`src/rtl/bit_channel_arbiter_if.sv`:
```
// Handshake bundle between the two requesters, the arbiter and the shared consumer.
interface bit_channel_arbiter_if #(
  parameter int unsigned WIDTH = 1
);
  logic             I0_valid;
  logic [WIDTH-1:0] I0_data;
  logic             I0_last;
  logic             I0_ready;
  logic             I1_valid;
  logic [WIDTH-1:0] I1_data;
  logic             I1_last;
  logic             I1_ready;
  logic             O_valid;
  logic [WIDTH-1:0] O_data;
  logic             O_last;
  logic             O_src;
  logic             O_ready;

  modport slave (
    input  I0_valid, I0_data, I0_last, I1_valid, I1_data, I1_last, O_ready,
    output I0_ready, I1_ready, O_valid, O_data, O_last, O_src
  );

  modport master (
    output I0_valid, I0_data, I0_last, I1_valid, I1_data, I1_last, O_ready,
    input  I0_ready, I1_ready, O_valid, O_data, O_last, O_src
  );
endinterface

```
`src/rtl/bit_channel_arbiter.sv`:
```
// Packet-locking two-way round-robin arbiter feeding a one-entry registered output channel.
module bit_channel_arbiter #(
  parameter int unsigned WIDTH = 1
) (
  input  logic                 CLK,
  input  logic                 RESET,
  bit_channel_arbiter_if.slave bus
);
  typedef enum logic [1:0] {IDLE, LOCK0, LOCK1} state_t;

  state_t           state, state_n;
  logic             prio, prio_n;
  logic             o_valid_q, o_last_q, o_src_q;
  logic [WIDTH-1:0] o_data_q;

  logic [1:0]       in_valid, in_last, in_ready;
  logic [WIDTH-1:0] in_data [2];
  logic             can_load, sel, gnt, accept;

  assign in_valid   = {bus.I1_valid, bus.I0_valid};
  assign in_last    = {bus.I1_last, bus.I0_last};
  assign in_data[0] = bus.I0_data;
  assign in_data[1] = bus.I1_data;

  always_comb begin
    can_load = !o_valid_q || bus.O_ready;
    sel      = 1'b0;
    gnt      = 1'b0;
    in_ready = '0;
    accept   = 1'b0;
    state_n  = state;
    prio_n   = prio;

    case (state)
      IDLE: begin
        if (in_valid[prio]) begin
          sel = prio;
          gnt = 1'b1;
        end else if (in_valid[!prio]) begin
          sel = !prio;
          gnt = 1'b1;
        end
      end
      LOCK0: begin
        sel = 1'b0;
        gnt = 1'b1;
      end
      LOCK1: begin
        sel = 1'b1;
        gnt = 1'b1;
      end
      default: begin
        sel = 1'b0;
        gnt = 1'b0;
      end
    endcase

    // A locked requester sees ready whenever the register can load, even with valid low.
    in_ready[sel] = gnt && can_load && !RESET;
    accept        = in_ready[sel] && in_valid[sel];

    if (accept) begin
      if (in_last[sel]) begin
        state_n = IDLE;
        prio_n  = !sel;
      end else begin
        state_n = sel ? LOCK1 : LOCK0;
      end
    end
  end

  always_ff @(posedge CLK) begin
    if (RESET) begin
      state <= IDLE;
      prio  <= 1'b0;
    end else begin
      state <= state_n;
      prio  <= prio_n;
    end
  end

  always_ff @(posedge CLK) begin
    if (RESET) begin
      o_valid_q <= 1'b0;
      o_data_q  <= '0;
      o_last_q  <= 1'b0;
      o_src_q   <= 1'b0;
    end else if (accept) begin
      o_valid_q <= 1'b1;
      o_data_q  <= in_data[sel];
      o_last_q  <= in_last[sel];
      o_src_q   <= sel;
    end else if (bus.O_ready) begin
      o_valid_q <= 1'b0;
    end
  end

  assign bus.I0_ready = in_ready[0];
  assign bus.I1_ready = in_ready[1];
  assign bus.O_valid  = o_valid_q;
  assign bus.O_data   = o_data_q;
  assign bus.O_last   = o_last_q;
  assign bus.O_src    = o_src_q;
endmodule

```
`src/flat_wrapper.sv`:
```
// flat-port wrapper written by rule: the top's interface ports become plain ports
module bit_channel_arbiter_flat 
#(
  parameter int unsigned WIDTH = 1
)
  (CLK, RESET, bus_I0_valid, bus_I0_data, bus_I0_last, bus_I1_valid, bus_I1_data, bus_I1_last, bus_O_ready, bus_I0_ready, bus_I1_ready, bus_O_valid, bus_O_data, bus_O_last, bus_O_src);
  bit_channel_arbiter_if #(.WIDTH(WIDTH)) bus_i ();
  input  logic CLK;
  input  logic RESET;
  input wire logic [$bits(bus_i.I0_valid)-1:0] bus_I0_valid;
  input wire logic [$bits(bus_i.I0_data)-1:0] bus_I0_data;
  input wire logic [$bits(bus_i.I0_last)-1:0] bus_I0_last;
  input wire logic [$bits(bus_i.I1_valid)-1:0] bus_I1_valid;
  input wire logic [$bits(bus_i.I1_data)-1:0] bus_I1_data;
  input wire logic [$bits(bus_i.I1_last)-1:0] bus_I1_last;
  input wire logic [$bits(bus_i.O_ready)-1:0] bus_O_ready;
  output wire logic [$bits(bus_i.I0_ready)-1:0] bus_I0_ready;
  output wire logic [$bits(bus_i.I1_ready)-1:0] bus_I1_ready;
  output wire logic [$bits(bus_i.O_valid)-1:0] bus_O_valid;
  output wire logic [$bits(bus_i.O_data)-1:0] bus_O_data;
  output wire logic [$bits(bus_i.O_last)-1:0] bus_O_last;
  output wire logic [$bits(bus_i.O_src)-1:0] bus_O_src;
  assign bus_i.I0_valid = bus_I0_valid;
  assign bus_i.I0_data = bus_I0_data;
  assign bus_i.I0_last = bus_I0_last;
  assign bus_i.I1_valid = bus_I1_valid;
  assign bus_i.I1_data = bus_I1_data;
  assign bus_i.I1_last = bus_I1_last;
  assign bus_i.O_ready = bus_O_ready;
  assign bus_I0_ready = bus_i.I0_ready;
  assign bus_I1_ready = bus_i.I1_ready;
  assign bus_O_valid = bus_i.O_valid;
  assign bus_O_data = bus_i.O_data;
  assign bus_O_last = bus_i.O_last;
  assign bus_O_src = bus_i.O_src;
  bit_channel_arbiter #(.WIDTH(WIDTH)) u_core (.CLK(CLK), .RESET(RESET), .bus(bus_i));
endmodule
```
`config.mk`:
```
export PLATFORM = sky130hd
export DESIGN_NAME = bit_channel_arbiter_flat
export DESIGN_NICKNAME = d
export VERILOG_FILES = /design/src/rtl/bit_channel_arbiter_if.sv /design/src/rtl/bit_channel_arbiter.sv /design/src/flat_wrapper.sv
export SDC_FILE = /design/constraint.sdc
export NUM_CORES = 1
export LEC_CHECK = 0
export BUFFER_PORTS_ARGS = -buffer_cell sky130_fd_sc_hd__buf_2
export CAP_MARGIN = 10
export CORE_AREA = 3 3 40 42
export CTS_BUF_LIST = sky130_fd_sc_hd__clkbuf_16
export CTS_CLUSTER_DIAMETER = 150
export DETAILED_ROUTE_END_ITERATION = 8
export DIE_AREA = 0 0 43 45
export PLACE_DENSITY_LB_ADDON = 0.2
export SKIP_LAST_GASP = 1
export SLEW_MARGIN = 0
export SYNTH_ARGS = -nofsm -noshare
export SYNTH_HDL_FRONTEND = slang
export SYNTH_SLANG_ARGS = --single-unit
export TNS_END_PERCENT = 10
```
`constraint.sdc`:
```
create_clock -name CLK -period 2 [get_ports CLK]
set_clock_uncertainty 0.2 [all_clocks]
set_input_delay 0.2 -clock CLK [delete_from_list [all_inputs] [get_ports CLK]]
set_output_delay 0.2 -clock CLK [all_outputs]
set_load 0.02 [all_outputs]
```
==> results.sh <==
export IMPL_ios=15
export IMPL_dp_cells=81
export IMPL_antenna_found_initial=0
export IMPL_synth_top_area_frac=0.313
export IMPL_min_from="bus_I0_valid"
export IMPL_cts_sink_count=7
export IMPL_status="finished clean"
export IMPL_fp_dieH_um=45
export IMPL_finalCoreUtilization=0.507
export IMPL_syn_to_final_growth_pct=45.5
export IMPL_critical_path_arrival_ns=1.56
export IMPL_path_max_fanout=4
export IMPL_clkTransAtPathRegs_ns=0.04
export IMPL_ys_seq_elements=7
export IMPL_grt_pass1_wl_um=1840
export IMPL_yosys_warnings=0
export IMPL_hold_end="u_core.bus.O_src$_SDFFE_PP0P_"
export IMPL_vias=434
export IMPL_syn_num_nets=62
export IMPL_slew_violations=0
export IMPL_seq_area_um2=140
export IMPL_p_leak_nw=0.290
export IMPL_yosys_area_share_simple=0.271
export IMPL_holdPathStages=2
export IMPL_dieArea_um2=1940
export IMPL_syn_inst=50
export IMPL_synth_mux_area_frac=0
export IMPL_core_um2=1280
export IMPL_r2r_slack_ns=0.09
export IMPL_end_kind="output port"
export IMPL_layout_nets=85
export IMPL_synthTopCellsByArea="dfxtp_1 31%, ha_1 8.4%, nor2_1 8.4%"
export IMPL_yosysUniqueCellTypes=26
export IMPL_drt_iter0_markers=2
export IMPL_portBuffers=14
export IMPL_layout_min_cycle_time_ns=1.96
export IMPL_finalCritPeriodShare=0.981
export IMPL_track_usage=0.134
export IMPL_clock_path_buffers=2
export IMPL_hold_viol=0
export IMPL_dr_pass1_iters=4
export IMPL_yosysTopAreaCell="dfxtp_1"
export IMPL_synth_compound_area_frac=0.291
export IMPL_synth_top_family_by_area="compound AO/OA/AOI/OAI gates"
export IMPL_stdcell_area_um2=652
export IMPL_r2r_start="u_core.state[0]$_SDFFE_PP0P_"
export IMPL_synthXorXnorAreaFrac=0
export IMPL_globalRoute_totalOverflow=0
export IMPL_multiInputGateArea_um2=298
export IMPL_grt_max_degree=11
export IMPL_viasPerCell=4.99
export IMPL_start_kind="flop"
export IMPL_cts_buffers=3
export IMPL_initial_core_util=0.349
export IMPL_cap_violations=0
export IMPL_syn_avg_cell_area_um2=8.96
export IMPL_placed_area_um2=548
export IMPL_rsz0062_at_grt="true"
export IMPL_n_fill_cell=115
export IMPL_hold_path_class="primary input to flop"
export IMPL_cts_max_level=1
export IMPL_finalNonFillerCells=87
export IMPL_die_w_um=43
export IMPL_p_per_area_nw_per_um2=952
export IMPL_rows=13
export IMPL_drc_errors=0
export IMPL_worst_slew_pin_slew_ns=0.306
export IMPL_slew_headroom=0.796
export IMPL_synth_adder_area_share=0.0838
export IMPL_wirelength_um=1110
export IMPL_reg2reg_depth=8
export IMPL_cts_tree="done"
export IMPL_drive_gt1_frac=0.431
export IMPL_max_freq_mhz=510
export IMPL_diodes=0
export IMPL_hpwlAfterDp_um=767
export IMPL_crit_type="flop to output port"
export IMPL_root_buffer="clkbuf_16"
export IMPL_place_gp_congestion=0.771
export IMPL_grt_pass1_vias=418
export IMPL_insertion_delay_ns=0.23
export IMPL_ir_drop_v=0.000563
export IMPL_critPathRequiredTime_ns=1.60
export IMPL_r2r_end="u_core.prio$_SDFFE_PP0P_"
export IMPL_wire_per_inst_um=12.8
export IMPL_ant_nets=0
export IMPL_power_w=0.000620
export IMPL_synth_area_um2=448
export IMPL_seq_area_frac_synth=0.313
export IMPL_setup_viol=0
export IMPL_cts_hold_fix_buffers=0
[cell usage in the layout, fill, tap and decap left out, types with 2 or more instances in the layout]
cell / instances
buf_4: 3
inv_1: 3
ha_1: 2
nand2b_1: 3
nor2_1: 10
nand2_1: 4
clkbuf_16: 3
dfxtp_1: 7
buf_2: 15
[registers in the layout, indices dropped and copies added, names as in the netlist]
register            count
u_core.bus.O_last       1
u_core.bus.O_data       1
u_core.prio             1
u_core.state            2
u_core.bus.O_valid      1
u_core.bus.O_src        1
[repair_timing]
item	CTS	global route
setup endpoints to repair	1	4
pin swaps	0	3
endpoints found under the hold margin	0	0
resized for setup	1	2
buffers inserted	0	1
cloned	0	1
[cell usage after synthesis]
master and count:
o21ba_2 1, a21oi_1 1, inv_1 2, o21a_1 1
nor4_2 1, nand3b_1 1, or2_4 1, o2111ai_1 1
a311oi_1 2, o32a_1 1, nor2b_1 1, nand2b_2 1
nand2b_1 3, buf_6 1, nand2_1 4, and3_1 1
dfxtp_1 7, nor2_1 10, o21ai_1 1, a31oi_1 1
a211oi_1 1, ha_1 3, a2111oi_4 1, a31o_2 1
o211ai_1 1, a21oi_2 1
[cell families after synthesis]
| group | after synthesis |
|---|---|
| adder cells (fa/ha/maj) | 3 |
| flip-flops | 7 |
| AND/OR/NAND/NOR | 23 |
| buffers and inverters | 3 |
| AO/OA/AOI/OAI | 14 |
[worst max path at each step]
stage / from / cells after the start / slack, ns / endpoint
3_3_place_gp: u_core.state[0]$_SDFFE_PP0P_ / 7 / 0.07 / u_core.bus.O_last$_SDFFE_PP0P_
5_1_grt: u_core.state[0]$_SDFFE_PP0P_ / 6 / -0.05 / bus_I0_ready
6_report: u_core.state[0]$_SDFFE_PP0P_ / 6 / 0.04 / bus_I0_ready
4_1_cts: u_core.state[0]$_SDFFE_PP0P_ / 7 / 0.002 / u_core.bus.O_last$_SDFFE_PP0P_
3_5_place_dp: u_core.state[0]$_SDFFE_PP0P_ / 7 / 0.04 / u_core.prio$_SDFFE_PP0P_
2_1_floorplan: u_core.state[0]$_SDFFE_PP0P_ / 6 / 0.05 / u_core.prio$_SDFFE_PP0P_
[final cells by class]
cell class,instances,area share
tap,15,0.0288
clock inverter,1,0.00576
multi-input combinational,40,0.457
clock buffer,3,0.115
inverter,2,0.0115
sequential,7,0.215
timing repair buffer,19,0.167
[worst max-delay path, cell delays in order, from the launching register on]
cell and delay (ns):
dfxtp_1 0.34, inv_1 0.07, ha_1 0.20, buf_4 0.14, a31o_2 0.24, nor2_1 0.15, buf_2 0.19
[report_power, final]
group | switching (W) | internal, W
Clock | 0.0000747 | 0.000260
Sequential | 0.00000559 | 0.000151
Combinational | 0.0000719 | 0.0000572
Total | 0.000152 | 0.000468
[metrics by stage]
stage	setup TNS [ns]	setup slack (ns)	hold slack [ns]
floorplan	0	0.0493	0.0928
global placement	0	0.0700	0.251
detailed placement	0	0.0426	0.261
CTS	0	0.00180	0.0224
global route	-0.0724	-0.0475	0.0404
finish	0	0.0389	0.0253
[routing by layer]
layer	vias up	part of all wire	track usage
li1	228	-	-
met1	186	0.46	0.160
met2	18	0.44	0.198
met3	2	0.086	0.0518
met4	0	0.015	0.0904
met5	-	0	0
No activity file was read; power rests on OpenSTA's default activity.
